File: src/rtl/nibble_adder_pkg.sv
`default_nettype none
// ============================================================================
// Module      : nibble_adder_pkg
// Description : Shared types and constants for the nibble-serial adder.
//               - NIB_W   : width of one adder slice (one nibble)
//               - state_t : control FSM states (IDLE -> RUN -> DONE -> IDLE)
// Revision    : 1.0 - initial release
// ============================================================================
package nibble_adder_pkg;

  // Width of the time-multiplexed adder slice.
  localparam int NIB_W = 4;

  typedef enum logic [1:0] {
    IDLE = 2'd0,   // waiting for an operand
    RUN  = 2'd1,   // one nibble added per cycle
    DONE = 2'd2    // result presented, waiting for the consumer
  } state_t;

endpackage : nibble_adder_pkg
`default_nettype wire

File: src/rtl/ripple_carry_adder_4bit.sv
`default_nettype none
// ============================================================================
// Module      : ripple_carry_adder_4bit
// Description : Purely combinational 4-bit ripple-carry adder slice.
//   a    in  4  addend A
//   b    in  4  addend B
//   cin  in  1  carry into bit 0
//   sum  out 4  (a + b + cin) mod 16
//   cout out 1  carry out of bit 3
// Revision    : 1.0 - initial release
// ============================================================================
module ripple_carry_adder_4bit (
  input  logic [3:0] a,
  input  logic [3:0] b,
  input  logic       cin,
  output logic [3:0] sum,
  output logic       cout
);

  // w_carry[i] is the carry into bit i; w_carry[4] leaves the slice.
  logic [4:0] w_carry;

  assign w_carry[0] = cin;

  for (genvar gi = 0; gi < 4; gi++) begin : g_bit
    assign sum[gi]        = a[gi] ^ b[gi] ^ w_carry[gi];
    assign w_carry[gi+1]  = (a[gi] & b[gi]) | (w_carry[gi] & (a[gi] ^ b[gi]));
  end

  assign cout = w_carry[4];

endmodule : ripple_carry_adder_4bit
`default_nettype wire

File: src/rtl/nibble_serial_adder.sv
`default_nettype none
// ============================================================================
// Module      : nibble_serial_adder
// Description : WIDTH-bit adder built from a single 4-bit ripple-carry slice,
//               one nibble per cycle, least-significant nibble first, with a
//               registered carry between nibble steps.
//   clk        in   1      clock, rising edge
//   rst        in   1      synchronous active-high reset
//   in_valid   in   1      operand valid
//   in_ready   out  1      operand can be accepted (IDLE and not in reset)
//   a, b       in   WIDTH  operands
//   cin        in   1      carry into nibble 0
//   out_valid  out  1      result valid (held until out_ready)
//   out_ready  in   1      consumer takes the result
//   sum        out  WIDTH  (a + b + cin) mod 2^WIDTH
//   cout       out  1      carry out of bit WIDTH-1
//   ovf        out  1      signed overflow
// Revision    : 1.0 - initial release
// ============================================================================
module nibble_serial_adder
  import nibble_adder_pkg::*;
#(
  parameter int WIDTH = 16
) (
  input  logic             clk,
  input  logic             rst,
  input  logic             in_valid,
  output logic             in_ready,
  input  logic [WIDTH-1:0] a,
  input  logic [WIDTH-1:0] b,
  input  logic             cin,
  output logic             out_valid,
  input  logic             out_ready,
  output logic [WIDTH-1:0] sum,
  output logic             cout,
  output logic             ovf
);

  localparam int NIB   = WIDTH / NIB_W;
  localparam int CNT_W = (NIB > 1) ? $clog2(NIB) : 1;
  localparam logic [CNT_W-1:0] C_LAST_STEP = CNT_W'(NIB - 1);

  if ((WIDTH % NIB_W) != 0 || WIDTH < 8) begin : g_bad_width
    $error("nibble_serial_adder: WIDTH must be a multiple of 4 and >= 8");
  end

  // --------------------------------------------------------------------------
  // State and datapath registers
  // --------------------------------------------------------------------------
  state_t                 r_state;
  state_t                 w_state_nxt;

  logic [WIDTH-1:0]       r_a_sh;     // operand A, consumed from the bottom
  logic [WIDTH-1:0]       r_b_sh;     // operand B, consumed from the bottom
  // Collected result nibbles. Only WIDTH-4 bits are stored: the last nibble
  // comes straight from the slice into the output register.
  logic [WIDTH-NIB_W-1:0] r_res_sh;
  logic                   r_carry;    // carry between nibble steps
  logic [CNT_W-1:0]       r_cnt;      // nibble step index within RUN

  logic [WIDTH-1:0]       r_sum;
  logic                   r_cout;
  logic                   r_ovf;

  // --------------------------------------------------------------------------
  // Combinational helpers
  // --------------------------------------------------------------------------
  logic                   w_accept;
  logic                   w_release;
  logic                   w_last_step;
  logic [NIB_W-1:0]       w_slice_sum;
  logic                   w_slice_cout;
  logic [WIDTH-1:0]       w_res_next;
  logic                   w_ovf_next;

  assign in_ready    = (r_state == IDLE) & ~rst;
  assign w_accept    = in_valid & in_ready;
  assign w_release   = (r_state == DONE) & out_ready;
  assign w_last_step = (r_state == RUN) & (r_cnt == C_LAST_STEP);

  // The single time-multiplexed nibble slice.
  ripple_carry_adder_4bit u_slice (
    .a    (r_a_sh[NIB_W-1:0]),
    .b    (r_b_sh[NIB_W-1:0]),
    .cin  (r_carry),
    .sum  (w_slice_sum),
    .cout (w_slice_cout)
  );

  // New slice nibble enters at the top; after NIB steps nibble 0 is at the
  // bottom and the full result is assembled.
  assign w_res_next = {w_slice_sum, r_res_sh};

  // On the last step the low nibble of each operand register holds the top
  // nibble of the original operand, so bit 3 is the operand sign bit.
  assign w_ovf_next = (r_a_sh[NIB_W-1] ~^ r_b_sh[NIB_W-1])
                    & (w_slice_sum[NIB_W-1] ^ r_a_sh[NIB_W-1]);

  // --------------------------------------------------------------------------
  // Control FSM
  // --------------------------------------------------------------------------
  always_ff @(posedge clk) begin
    if (rst) begin
      r_state <= IDLE;
    end else begin
      r_state <= w_state_nxt;
    end
  end

  always_comb begin
    w_state_nxt = r_state;
    case (r_state)
      IDLE:    if (w_accept)    w_state_nxt = RUN;
      RUN:     if (w_last_step) w_state_nxt = DONE;
      DONE:    if (w_release)   w_state_nxt = IDLE;
      default:                  w_state_nxt = IDLE;
    endcase
  end

  // --------------------------------------------------------------------------
  // Datapath: operand feeder, carry/counter, result collector
  // --------------------------------------------------------------------------
  always_ff @(posedge clk) begin
    if (rst) begin
      r_a_sh   <= '0;
      r_b_sh   <= '0;
      r_res_sh <= '0;
      r_carry  <= 1'b0;
      r_cnt    <= '0;
    end else if (w_accept) begin
      r_a_sh   <= a;
      r_b_sh   <= b;
      r_res_sh <= '0;
      r_carry  <= cin;
      r_cnt    <= '0;
    end else if (r_state == RUN) begin
      r_a_sh   <= r_a_sh >> NIB_W;
      r_b_sh   <= r_b_sh >> NIB_W;
      r_res_sh <= w_res_next[WIDTH-1:NIB_W];
      r_carry  <= w_slice_cout;
      r_cnt    <= r_cnt + 1'b1;
    end
  end

  // Output registers only change when an operation completes, so they stay
  // stable for the whole DONE phase regardless of other activity.
  always_ff @(posedge clk) begin
    if (rst) begin
      r_sum  <= '0;
      r_cout <= 1'b0;
      r_ovf  <= 1'b0;
    end else if (w_last_step) begin
      r_sum  <= w_res_next;
      r_cout <= w_slice_cout;
      r_ovf  <= w_ovf_next;
    end
  end

  assign out_valid = (r_state == DONE);
  assign sum       = r_sum;
  assign cout      = r_cout;
  assign ovf       = r_ovf;

endmodule : nibble_serial_adder
`default_nettype wire

File: config.mk
export PLATFORM = sky130hd
export DESIGN_NAME = nibble_serial_adder
export DESIGN_NICKNAME = d
export VERILOG_FILES = /design/src/rtl/nibble_adder_pkg.sv /design/src/rtl/ripple_carry_adder_4bit.sv /design/src/rtl/nibble_serial_adder.sv
export SDC_FILE = /design/constraint.sdc
export NUM_CORES = 1
export LEC_CHECK = 0
export ABC_AREA = 1
export BUFFER_PORTS_ARGS = -buffer_cell sky130_fd_sc_hd__buf_2
export CORE_MARGIN = 2
export CORE_UTILIZATION = 54
export DETAILED_ROUTE_END_ITERATION = 10
export PLACE_DENSITY_LB_ADDON = 0.3
export SLEW_MARGIN = 20
export SYNTH_ARGS = -nofsm -noshare
export SYNTH_HDL_FRONTEND = slang
export SYNTH_HIERARCHICAL = 1
export SYNTH_SLANG_ARGS = --single-unit
File: constraint.sdc
create_clock -name clk -period 5.6 [get_ports clk]
set_input_delay 0.28 -clock clk [delete_from_list [all_inputs] [get_ports clk]]
set_output_delay 0.28 -clock clk [all_outputs]
set_load 0.1 [all_outputs]
==> results.ini <==
[synthesis]
synth-xor-area-share = 0.002756
synth_nets = 497
yosys_warnings = 6
ys_types = 23
muxShareOfSynthArea = 0
synth-simple-area-share = 0.3150
synth_compound_area_frac = 0.09606
syn_inst = 455
synthAdderAreaFrac = 0.02913
syn-cell-area_um2 = 3178
ys_seq_elements = 67
synth_top_family_by_area = simple AND/OR/NAND/NOR gates
syn_avg_cell_area_um2 = 6.985
yosysSeqAreaShare = 0.4220

[setup_path]
r2r_end = ovf
crit_chain = buf_2, inv_2, nand3_4, nand2_1, inv_1, nand2_1, inv_1
critical_path.endpoint_type = flip-flop
crit_type = in -> reg
path_depth = 7
ff2ff_path_depth = 13
path_max_fanout = 60
worstPathRequired_ps = 5890
startpoint = rst
rr_startpoint = r_a_sh[0]
path_buf_inv = 4
r2r_slack_ps = 3140
crit_arrival_ps = 2760
crit_path_max_incr_delay_ps = 700
crit_path_top_delay_cell = buf_2
cp-endpoint = r_res_sh[5]
start_kind = primary input
crit_family = buffers and inverters

[power]
vdd_ir_drop_max_mv = 0.1806
p_seq_frac = 0.483
power.internal_mw = 0.7870
totalPowerFinal_mw = 1.051
p_per_area_nw_per_um2 = 293.4
leakage_nw = 1.773
p_clk_frac = 0.405
p_sw_frac = 0.2515
power.switching_mw = 0.2644
comb_power_share = 0.112

[routing]
num_vias = 2908
wl_um = 6799
avgViaCountPerCell = 5.138
drtIter0Drc = 95
post_drt_wl_per_cell_um = 12.01
drc = 0
antenna_left = 0
firstDrtPassIters = 4

[floorplanning]
die_w_um = 80.72
rows = 27
die_y_um = 80.72
ios = 57
initial_utilization = 0.5667
dieArea_um2 = 6515
core_um2 = 5608

[placement]
postPlaceCellArea_um2 = 3363
dp_cells = 551
place.port_buffers = 56
hpwl_um = 4220
gp_congestion = 0.7610
place_ws_ps = 2523

[timing]
fin_ws_ps = 3125
holdWs_ps = 198.0
maxSlewHeadroom = 0.3807
fin_setup_tns_ps = 0
fin_skew_ps = 5.105
finalCritPeriodShare = 0.4420
slew_viol_final = 0
fin_crit_ps = 2475
hold_viol_final = 0
fmax_ghz = 0.4040
worst_slew_pin_slew_ps = 925.7
rsz0062_at_grt = false
finalSetupViolCount = 0

[cts]
cts_tree = built
path_clk_slew_ps = 70
cts_root_buf = clkbuf_8
ctsHoldBuffers = 0
cts_max_level = 3
cts_resized = 0
cts_buffers = 9
post-cts-setup-buffer-count = 0
clockBufferDepth = 2
cts.sinks = 67
worstSkewPairLatency_ps = 340

[finish]
drive_gt1_frac = 0.1680
syn_to_final_growth_pct = 12.76
antenna_cells = 0
stdcell_count = 566
final_util = 0.6390
num-nets-final = 532
fillers = 531
fin_area_um2 = 3583

[min_path]
hp-class = in -> reg

[global_route]
grt_pass1_vias = 2591
grt_overflow = 0
track_usage = 0.2215
grt_max_degree = 61
antenna_found_initial = 0
grt_pass1_wl_um = 11200

[job]
drv_cap = 0

[status]
status = complete, no violations

-- worst reg2reg max path, stage by stage, from the launching register on --
cell,delay [ps]
dfxtp_1,340
fa_1,420
inv_1,80
fa_1,150
inv_1,50
fa_1,360
inv_1,80
fa_1,410
inv_1,100
inv_1,60
nand3_1,60
nand3_1,90
nand3_1,120
inv_1,50
-- layout by cell type, fill, tap and decap left out, drive strengths merged --
master,instances
nand3,45
ha,1
xor2,1
dfxtp,67
bufinv,1
clkbuf,14
nor2,14
inv,61
nor3,1
or2,1
nand4,25
nand2,140
buf,58
a21oi,48
o21ai,13
fa,4
-- synthesized netlist by cell type --
| master | instances | area share |
|---|---|---|
| nand3_2 | 1 | 0.0031 |
| inv_2 | 4 | 0.0047 |
| buf_4 | 4 | 0.0094 |
| a21oi_1 | 48 | 0.076 |
| nand4_1 | 25 | 0.049 |
| xor2_1 | 1 | 0.0028 |
| nor2_1 | 11 | 0.013 |
| buf_2 | 10 | 0.016 |
| nand2_1 | 139 | 0.16 |
| inv_1 | 57 | 0.067 |
| or2_2 | 1 | 0.0020 |
| clkbuf_1 | 11 | 0.013 |
| nand3_1 | 44 | 0.069 |
| buf_6 | 6 | 0.021 |
| nor2_4 | 2 | 0.0071 |
| fa_1 | 4 | 0.025 |
| nor3_2 | 1 | 0.0031 |
| o21ai_0 | 13 | 0.020 |
| nand2_2 | 1 | 0.0020 |
| buf_1 | 3 | 0.0035 |
| nor2_2 | 1 | 0.0020 |
| ha_1 | 1 | 0.0039 |
| dfxtp_1 | 67 | 0.42 |
-- worst min path at each step --
stage / cells after the start / end / from / slack [ps]
floorplan: 2 / r_a_sh[15] / a[15] / 440
global placement: 2 / sum[4] / sum[4] / 450
detailed placement: 2 / sum[7] / sum[7] / 450
CTS: 3 / r_a_sh[13] / a[13] / 190
global route: 4 / r_state[1] / out_ready / 210
finish: 3 / r_a_sh[13] / a[13] / 200
-- power groups by stage --
stage                     Clock, mW  Sequential [mW]  Combinational (mW)
after floorplan                   0            0.516              0.0937
after global placement            0            0.517               0.114
after detailed placement          0            0.518               0.117
after CTS                     0.433            0.508               0.118
after global routing          0.454            0.510               0.133
final                         0.426            0.508               0.118
-- cell type report --
cell class	count	area, µm²	area share
Clock inverter	1	30.03	0.008380
Timing Repair Buffer	58	295.3	0.08240
Clock buffer	14	182.7	0.05098
Multi-Input combinational cell	293	1415	0.3949
Tap cell	72	90.09	0.02514
Inverter	61	229.0	0.06390
Sequential cell	67	1341	0.3743
-- kinds of logic after synthesis --
kind of cell | Yosys count
flip-flops | 67
XOR/XNOR | 1
buffers and inverters | 95
AND/OR/NAND/NOR | 226
AO/OA/AOI/OAI | 61
adder cells (fa/ha/maj) | 5
-- per-layer routing --
metal  up-vias  part of all wire  GRT usage
met5         -                 0          0
met4         0             0.010    0.08814
met3         9             0.051    0.06180
met2        68              0.49     0.3817
met1      1317              0.45     0.2604
li1       1514                 -          -
-- registers in the layout (all words and copies together) (netlist names) --
| name | count |
|---|---|
| cout | 1 |
| ovf | 1 |
| r_a_sh | 16 |
| r_b_sh | 16 |
| r_carry | 1 |
| r_cnt | 2 |
| r_res_sh | 12 |
| r_state | 2 |
| sum | 16 |
No activity file was read; power rests on OpenSTA's default activity.
